File: src/rtl/logic_op_stage_if.sv
// Handshake bundle between decode, the logic execute stage and writeback.
// The master modport belongs to the side that drives operations and consumes results.
interface logic_op_stage_if #(
    parameter int WIDTH = 8
);
    logic             in_valid;
    logic             in_ready;
    logic [1:0]       in_op;
    logic             in_sel;
    logic [WIDTH-1:0] in_a;
    logic [WIDTH-1:0] in_b;
    logic             out_valid;
    logic             out_ready;
    logic [WIDTH-1:0] out_y;
    logic [1:0]       out_op;
    logic [1:0]       count;

    modport master (
        output in_valid, in_op, in_sel, in_a, in_b, out_ready,
        input  in_ready, out_valid, out_y, out_op, count
    );

    modport slave (
        input  in_valid, in_op, in_sel, in_a, in_b, out_ready,
        output in_ready, out_valid, out_y, out_op, count
    );
endinterface

File: src/rtl/logic_op_stage.sv
// Registered AND/OR/XOR/MUX execute stage with a two-entry result buffer (head + skid).
// state | meaning
// EMPTY | no result buffered, out_valid low, head cleared to zero
// ONE   | head holds the only result
// FULL  | head holds the oldest result, skid the newer one; input stalled
module logic_op_stage #(
    parameter int WIDTH = 8
) (
    input  logic                clk,
    input  logic                rst,
    logic_op_stage_if.slave     bus
);
    typedef enum logic [1:0] {
        EMPTY = 2'd0,
        ONE   = 2'd1,
        FULL  = 2'd2
    } state_t;

    state_t           state;
    logic [WIDTH-1:0] head_y;
    logic [1:0]       head_op;
    logic [WIDTH-1:0] skid_y;
    logic [1:0]       skid_op;
    logic [WIDTH-1:0] result;
    logic             push;
    logic             pop;
    logic             ready;

    always_comb begin
        result = '0;
        case (bus.in_op)
            2'b00:   result = bus.in_a & bus.in_b;
            2'b01:   result = bus.in_a | bus.in_b;
            2'b10:   result = bus.in_a ^ bus.in_b;
            default: result = bus.in_sel ? bus.in_b : bus.in_a;
        endcase
    end

    // Ready is gated by rst so a push presented during reset is never handshaken.
    assign ready = (state != FULL) && !rst;
    assign push  = bus.in_valid && ready;
    assign pop   = (state != EMPTY) && bus.out_ready;

    always_ff @(posedge clk) begin
        if (rst) begin
            state   <= EMPTY;
            head_y  <= '0;
            head_op <= '0;
            skid_y  <= '0;
            skid_op <= '0;
        end else begin
            case (state)
                EMPTY: begin
                    if (push) begin
                        head_y  <= result;
                        head_op <= bus.in_op;
                        state   <= ONE;
                    end
                end
                ONE: begin
                    if (push && pop) begin
                        head_y  <= result;
                        head_op <= bus.in_op;
                    end else if (push) begin
                        skid_y  <= result;
                        skid_op <= bus.in_op;
                        state   <= FULL;
                    end else if (pop) begin
                        head_y  <= '0;
                        head_op <= '0;
                        state   <= EMPTY;
                    end
                end
                FULL: begin
                    if (pop) begin
                        head_y  <= skid_y;
                        head_op <= skid_op;
                        skid_y  <= '0;
                        skid_op <= '0;
                        state   <= ONE;
                    end
                end
                default: begin
                    state   <= EMPTY;
                    head_y  <= '0;
                    head_op <= '0;
                end
            endcase
        end
    end

    assign bus.in_ready  = ready;
    assign bus.out_valid = (state != EMPTY);
    assign bus.out_y     = head_y;
    assign bus.out_op    = head_op;
    assign bus.count     = state;
endmodule
File: src/flat_wrapper.sv
// flat-port wrapper written by rule: the top's interface ports become plain ports
module logic_op_stage_flat 
#(
    parameter int WIDTH = 8
)
  (clk, rst, bus_in_valid, bus_in_op, bus_in_sel, bus_in_a, bus_in_b, bus_out_ready, bus_in_ready, bus_out_valid, bus_out_y, bus_out_op, bus_count);
  logic_op_stage_if #(.WIDTH(WIDTH)) bus_i ();
  input  logic clk;
  input  logic rst;
  input wire logic [$bits(bus_i.in_valid)-1:0] bus_in_valid;
  input wire logic [$bits(bus_i.in_op)-1:0] bus_in_op;
  input wire logic [$bits(bus_i.in_sel)-1:0] bus_in_sel;
  input wire logic [$bits(bus_i.in_a)-1:0] bus_in_a;
  input wire logic [$bits(bus_i.in_b)-1:0] bus_in_b;
  input wire logic [$bits(bus_i.out_ready)-1:0] bus_out_ready;
  output wire logic [$bits(bus_i.in_ready)-1:0] bus_in_ready;
  output wire logic [$bits(bus_i.out_valid)-1:0] bus_out_valid;
  output wire logic [$bits(bus_i.out_y)-1:0] bus_out_y;
  output wire logic [$bits(bus_i.out_op)-1:0] bus_out_op;
  output wire logic [$bits(bus_i.count)-1:0] bus_count;
  assign bus_i.in_valid = bus_in_valid;
  assign bus_i.in_op = bus_in_op;
  assign bus_i.in_sel = bus_in_sel;
  assign bus_i.in_a = bus_in_a;
  assign bus_i.in_b = bus_in_b;
  assign bus_i.out_ready = bus_out_ready;
  assign bus_in_ready = bus_i.in_ready;
  assign bus_out_valid = bus_i.out_valid;
  assign bus_out_y = bus_i.out_y;
  assign bus_out_op = bus_i.out_op;
  assign bus_count = bus_i.count;
  logic_op_stage #(.WIDTH(WIDTH)) u_core (.clk(clk), .rst(rst), .bus(bus_i));
endmodule
File: config.mk
export PLATFORM = sky130hd
export DESIGN_NAME = logic_op_stage_flat
export DESIGN_NICKNAME = d
export VERILOG_FILES = /design/src/rtl/logic_op_stage_if.sv /design/src/rtl/logic_op_stage.sv /design/src/flat_wrapper.sv
export SDC_FILE = /design/constraint.sdc
export NUM_CORES = 1
export LEC_CHECK = 0
export CORE_ASPECT_RATIO = 0.8
export CORE_MARGIN = 1.5
export CORE_UTILIZATION = 40
export DETAILED_ROUTE_END_ITERATION = 8
export GPL_ROUTABILITY_DRIVEN = 0
export PLACE_DENSITY = 0.77
export REMOVE_ABC_BUFFERS = 1
export SYNTH_ARGS = -nofsm -noshare
export SYNTH_HDL_FRONTEND = slang
export SYNTH_SLANG_ARGS = --single-unit
File: constraint.sdc
create_clock -name clk -period 1.4 [get_ports clk]
set_input_delay 0.28 -clock clk [delete_from_list [all_inputs] [get_ports clk]]
set_output_delay 0.28 -clock clk [all_outputs]
set_load 0.005 [all_outputs]
==> impl_metrics.tcl, run 1 <==
set metrics [dict create \
    critPathCapture "u_core.skid_y[4]" \
    boundaryPins 37 \
    setup_slack_ps 24.35 \
    seq_area_frac_synth 0.2827 \
    rrSetupSlack_ps 20 \
    fin_crit_sh 0.9826 \
    slew_viol_final 0 \
    max_slew_margin 0.7095 \
    rows 20 \
    die_y_um 58.82 \
    cts_tree "done" \
    hp-class "register to register" \
    track_usage 0.1770 \
    power_density_nw_per_um2 767.6 \
    dp.cells 277 \
    setup_viol 0 \
    crit_path_max_incr_delay_ps 370 \
    clock_path_buffers 2 \
    pre_cts_ws_ps -445.7 \
    min_path_cells 2 \
    utilization 0.6180 \
    worst_setup_path_start_kind "register" \
    instances_no_fill 285 \
    crit_path_start "u_core.bus.count[1]" \
    maxCapViolCount 0 \
    setup.worst_path.end_class "register" \
    period_needed_ps 1376 \
    synth_area_per_cell_sq_um 8.702 \
    r2r_end "u_core.skid_y[4]" \
    fill_cells 318 \
    status "finished clean" \
    required_ps 1600 \
    skew_ps 7.668 \
    cts_root_buffer "clkbuf_8" \
    area_growth_pct 48.92 \
    vias_per_cell 5.309 \
    holdBufCountCts 0 \
    clkSlewWorstSetupHoldPaths_ps 80 \
    syn-instance-count 179 \
    htreeDepth 1 \
    cp_common_cell "buf_4" \
    coreArea_sq_um 3754 \
    cp_max_fo 7 \
    grt_pass1_wl_um 5940 \
    peakVddDrop_mv 0.4516 \
    drt_iter0_drc 85 \
    crit_slowest_cell "dfxtp_4" \
    ys_warn_count 0 \
    grt_max_degree 14 \
    dp_hpwl_um 2704 \
    total_power_mw 1.781 \
    rr_startpoint "u_core.bus.count[1]" \
    criticalPathCategory "register to register" \
    place_area_sq_um 2138 \
    path_cells "and2b_4 -> buf_4 -> a221oi_4 -> buf_4 -> a22o_1" \
    dr_total_vias 1513 \
    grt_pass1_vias 1378 \
    numCtsBuffers 3 \
    grt_overflow 0 \
    path_depth 5 \
    wl_per_cell_um 13.21 \
    die_w_um 72.77 \
    wl_um 3765 \
    ys_ff_latch 22 \
    hold_viol_final 0 \
    clk_latency_ps 270 \
    io_buffer_count 36 \
    finalInstanceArea_sq_um 2320 \
    drc_errors 0 \
    antennaDiodeCount 0 \
    leakagePower_nw 1.193 \
    fp.dieArea_sq_um 4280 \
    hold_ws_ps 450.0 \
    ys_types 38 \
    start_util 0.4150 \
    max_freq_ghz 0.7269 \
    antenna_found_initial 0 \
    path_delay_family "compound AO/OA/AOI/OAI gates" \
    rsz0062_at_grt "true" \
    tightestPinTransition_ps 432.4 \
    postRouteAntennaNets 0 \
    drtPass1Iterations 4 \
    drive_above_1_share 0.2697 \
    final_net_count 281 \
    cts_sinks 22 \
    path_buf_inv 2 \
    setup_tns_ps 0 \
    syn_area_sq_um 1558 \
    arrival_ps 1580 \
    worstRegToRegCells 5 \
]
[area by class of cell]
cell class | instances | area (sq um) | share of cell area
Sequential cell | 22 | 455.4 | 0.1963
Multi-Input combinational cell | 128 | 1042 | 0.4493
Timing Repair Buffer | 69 | 628.1 | 0.2708
Tap cell | 44 | 55.05 | 0.02373
Clock inverter | 1 | 30.03 | 0.01295
Inverter | 18 | 67.56 | 0.02913
Clock buffer | 3 | 41.29 | 0.01780
[worst reg2reg max path, cell delays in order, from the launching register on]
cell and delay (ps):
dfxtp_4 370, and2b_4 170, buf_4 140, a221oi_4 290, buf_4 190, a22o_1 150
[logic make-up after synthesis]
logic type,share of synthesized area
compound gates,0.2771
simple gates,0.1687
buf+inv,0.08513
flops,0.2827
fa+ha+maj,0.1285
mux,0.05783
[per-layer routing]
metal | part of all wire | up-vias | global-route usage
met1 | 0.49 | 695 | 0.2329
li1 | - | 776 | -
met2 | 0.45 | 36 | 0.2857
met4 | 0.012 | 0 | 0.05121
met3 | 0.048 | 6 | 0.04795
met5 | 0 | - | 0
[power breakdown]
group | internal (mW) | switching, mW | total (mW)
Clock | 0.382 | 0.211 | 0.594
Sequential | 0.665 | 0.0224 | 0.687
Combinational | 0.272 | 0.227 | 0.500
[sequential cells by signal, summed over array words and instances (netlist names)]
signal / cells
u_core.bus.out_y: 8
u_core.skid_op: 2
u_core.bus.out_op: 2
u_core.bus.count: 2
u_core.skid_y: 8
[worst min-delay path by stage]
stage	to	slack, ps	from
CTS	u_core.skid_y[6]	460	u_core.skid_y[6]
detailed placement	u_core.skid_y[6]	440	u_core.skid_y[6]
global placement	u_core.skid_y[7]	430	u_core.skid_y[7]
global route	u_core.skid_y[2]	470	u_core.skid_y[2]
finish	u_core.skid_y[6]	450	u_core.skid_y[6]
floorplan	u_core.bus.count[0]	350	rst
[cells in the mapped netlist, drive strengths merged]
cell type  instances  area, sq um
a211o              2        17.52
a211oi             2        15.01
a21o               4        30.03
a21oi              6        30.03
a221oi             1        26.28
a22o              11        96.34
a22oi              6        45.04
a31oi              3        18.77
and2b              3        27.53
and3               1        6.260
buf               11        65.05
dfxtp             22        440.4
ha                16        200.2
inv               18        67.56
mux2i              9        90.09
nand2             10        37.54
nand2b             5        33.78
nand3b             2        15.01
nor2              13        48.80
nor2b              7        43.79
nor3               3        20.02
nor3b              2        20.02
nor4bb             1        10.01
o2111ai            3        26.28
o211ai             1        7.510
o21ai              8        40.04
o221ai             3        26.28
o22a               1        8.760
o2bb2ai            2        17.52
o32ai              3        26.28
[what timing repair did]
item	4_1_cts	5_1_grt
resized for setup	33	29
gates cloned	1	0
endpoints found under the setup margin	29	26
buffers inserted	1	2
pin swaps	4	11
[placed cells by master, fill, tap and decap left out, drive strengths merged, types with 2 or more instances in the layout]
| cell | count |
|---|---|
| dfxtp | 22 |
| nand3b | 2 |
| a21oi | 6 |
| nor3 | 3 |
| a211o | 2 |
| o32ai | 3 |
| a22o | 11 |
| ha | 16 |
| buf | 33 |
| o21ai | 8 |
| clkbuf | 5 |
| o221ai | 3 |
| nand2b | 5 |
| dlymetal6s2s | 7 |
| a21o | 4 |
| clkdlybuf4s50 | 11 |
| o2111ai | 3 |
| nor2b | 7 |
| and2b | 3 |
| o2bb2ai | 2 |
| inv | 18 |
| dlygate4sd2 | 16 |
| nand2 | 10 |
| mux2i | 9 |
| a211oi | 2 |
| a31oi | 3 |
| a22oi | 6 |
| nor2 | 13 |
| nor3b | 2 |
(Power assumes the default switching activity.)
==> run 2: changes to the inputs <==
--- a/config.mk
+++ b/config.mk
@@ -7,10 +7,11 @@
 export LEC_CHECK = 0
 export CORE_ASPECT_RATIO = 0.8
 export CORE_MARGIN = 1.5
-export CORE_UTILIZATION = 40
+export CORE_UTILIZATION = 25
+export CTS_BUF_LIST = sky130_fd_sc_hd__clkbuf_4
 export DETAILED_ROUTE_END_ITERATION = 8
 export GPL_ROUTABILITY_DRIVEN = 0
-export PLACE_DENSITY = 0.77
+export PLACE_DENSITY = 0.55
 export REMOVE_ABC_BUFFERS = 1
 export SYNTH_ARGS = -nofsm -noshare
 export SYNTH_HDL_FRONTEND = slang
==> run 2 against run 1 <==
Against the previous run:
- the flow now finishes with violations (negative setup slack)
- worst setup slack got worse by 99 ps
- design area is 5.8% higher
- worst hold slack better by 14 ps
- sequential power barely moved
- global-route usage down 5.9 points
- core utilization fell by 21 points
- final cell count grew 16%
- via count grew 0.59%
- combinational power rose by 10%
- clock-buffer cell count is the same
- sequential share of layout area down 0.97 points
- die area increased by 57%
- largest cell class unchanged
- highest routed layer unchanged
==> impl_metrics.tcl, run 2 (same netlist as run 1, synthesis figures left out) <==
set metrics [dict create \
    instances_no_fill 332 \
    worst_setup_path_start_kind "register" \
    final_common_cell "buf_4" \
    cp_max_fo 4 \
    rsz0062_at_grt "true" \
    route.met2.wl_um 1742 \
    slew_viol_final 0 \
    worstRegToRegCells 5 \
    dr_total_vias 1522 \
    holdBufCountCts 0 \
    cts_sinks 22 \
    p_comb_frac 0.363 \
    dp_hpwl_um 2965 \
    drive_above_1_share 0.3267 \
    boundaryPins 37 \
    coreArea_sq_um 5974 \
    drt_iter0_drc 44 \
    peakVddDrop_mv 0.2189 \
    rrSetupSlack_ps -60 \
    status "complete, but fails checks" \
    htreeDepth 1 \
    dp.cells 320 \
    highest-signal-layer "met4" \
    numCtsBuffers 3 \
    clkSlewWorstSetupHoldPaths_ps 120 \
    cts_root_buffer "clkbuf_4" \
    area_growth_pct 57.51 \
    max_slew_margin 0.7859 \
    internal_power_mw 1.080 \
    die_y_um 73.60 \
    fin_crit_sh 1.053 \
    skew_ps 6.169 \
    violations "negative setup slack" \
    hp-class "register to register" \
    leakagePower_nw 1.176 \
    start_util 0.2607 \
    antennaDiodeCount 0 \
    drc_errors 0 \
    power_frac_clock 0.184 \
    io_buffer_count 36 \
    fill_cells 617 \
    finalInstanceArea_sq_um 2454 \
    period_needed_ps 1475 \
    setup_slack_ps -74.52 \
    arrival_ps 1190 \
    grt_pass1_vias 1413 \
    place_area_sq_um 2230 \
    total_power_mw 1.520 \
    maxCapViolCount 0 \
    rr_startpoint "u_core.bus.count[1]" \
    die_w_um 91.26 \
    seqPwrFrac 0.453 \
    grt_max_degree 22 \
    hold_viol_final 0 \
    antenna_found_initial 0 \
    wl_met3_um 156 \
    final_net_count 292 \
    power_density_nw_per_um2 619.5 \
    criticalPathCategory "register to output pin" \
    required_ps 1120 \
    swShare 0.2896 \
    utilization 0.4107 \
    drtPass1Iterations 4 \
    grt_overflow 0 \
    wl_per_cell_um 11.67 \
    cts_tree "done" \
    postRouteAntennaNets 0 \
    wl_um 3875 \
    grt_pass1_wl_um 6410 \
    r2r_end "u_core.bus.out_y[4]" \
    met1_length_um 1970 \
    clk_latency_ps 300 \
    critPathCapture "bus_in_ready" \
    fp.dieArea_sq_um 6716 \
    vias_per_cell 4.584 \
    max_freq_ghz 0.6782 \
    clock_path_buffers 2 \
    final_cell_mix "34 x buf_4, 17 x inv_1, 17 x clkdlybuf4s50_1" \
    crit_path_start "u_core.bus.count[0]" \
    rows 25 \
    tightestPinTransition_ps 321.2 \
    setup_viol 12 \
    power_switching_mw 0.4403 \
    setup_tns_ps -313.9 \
    setup.worst_path.end_class "output pin" \
    track_usage 0.1177 \
]
-- run 2: worst min path at each step --
| stage | from | to | slack (ps) | cells after the start |
|---|---|---|---|---|
| final | u_core.skid_y[6] | u_core.skid_y[6] | 460 | 2 |
| after global routing | u_core.skid_y[6] | u_core.skid_y[6] | 480 | 2 |
| after CTS | u_core.skid_y[7] | u_core.skid_y[7] | 460 | 2 |
| after floorplan | rst | u_core.bus.count[0] | 350 | 1 |
| after global placement | u_core.skid_y[7] | u_core.skid_y[7] | 440 | 2 |
| after detailed placement | u_core.skid_y[6] | u_core.skid_y[6] | 440 | 2 |
-- run 2: power groups by stage --
stage               combinational, mW  clock [mW]  sequential, mW
finish                          0.552       0.279           0.689
global route                    0.610       0.323           0.695
CTS                             0.537       0.289           0.688
detailed placement              0.499           0           0.700
global placement                0.490           0           0.700
floorplan                       0.192           0           0.704
-- run 2: worst max-delay path, cell delays in order, from the launching register on --
cell and delay (ps):
dfxtp_2 360, buf_6 110, and2b_4 270, nor2_2 30
buf_2 130
-- run 2: area by class of cell --
cell class / instances / area [sq um] / share of cell area
multi-input cells: 128 / 1085 / 0.4421
repair buffers: 80 / 719.4 / 0.2932
flip-flops and latches: 22 / 457.9 / 0.1866
well taps: 81 / 101.3 / 0.04131
inverters: 18 / 67.56 / 0.02754
clock buffers: 3 / 22.52 / 0.009179
-- run 2: through the flow --
stage	setup WS [ps]	hold WS [ps]
detailed placement	-418.7	442.5
global placement	-473.1	437.7
floorplan	-99.79	351.9
CTS	-79.73	462.9
finish	-74.52	463.6
global route	-144.1	479.3
-- run 2: metal layers --
metal / vias up / global-route usage
met5: - / 0
met4: 0 / 0.01563
met3: 2 / 0.03623
met2: 19 / 0.1907
met1: 705 / 0.1582
li1: 796 / -
-- run 2: what timing repair did --
item                                    4_1_cts  5_1_grt
buffers inserted                              9        1
endpoints found under the setup margin       34       22
pin swaps                                    12       12
resized for setup                            56       20
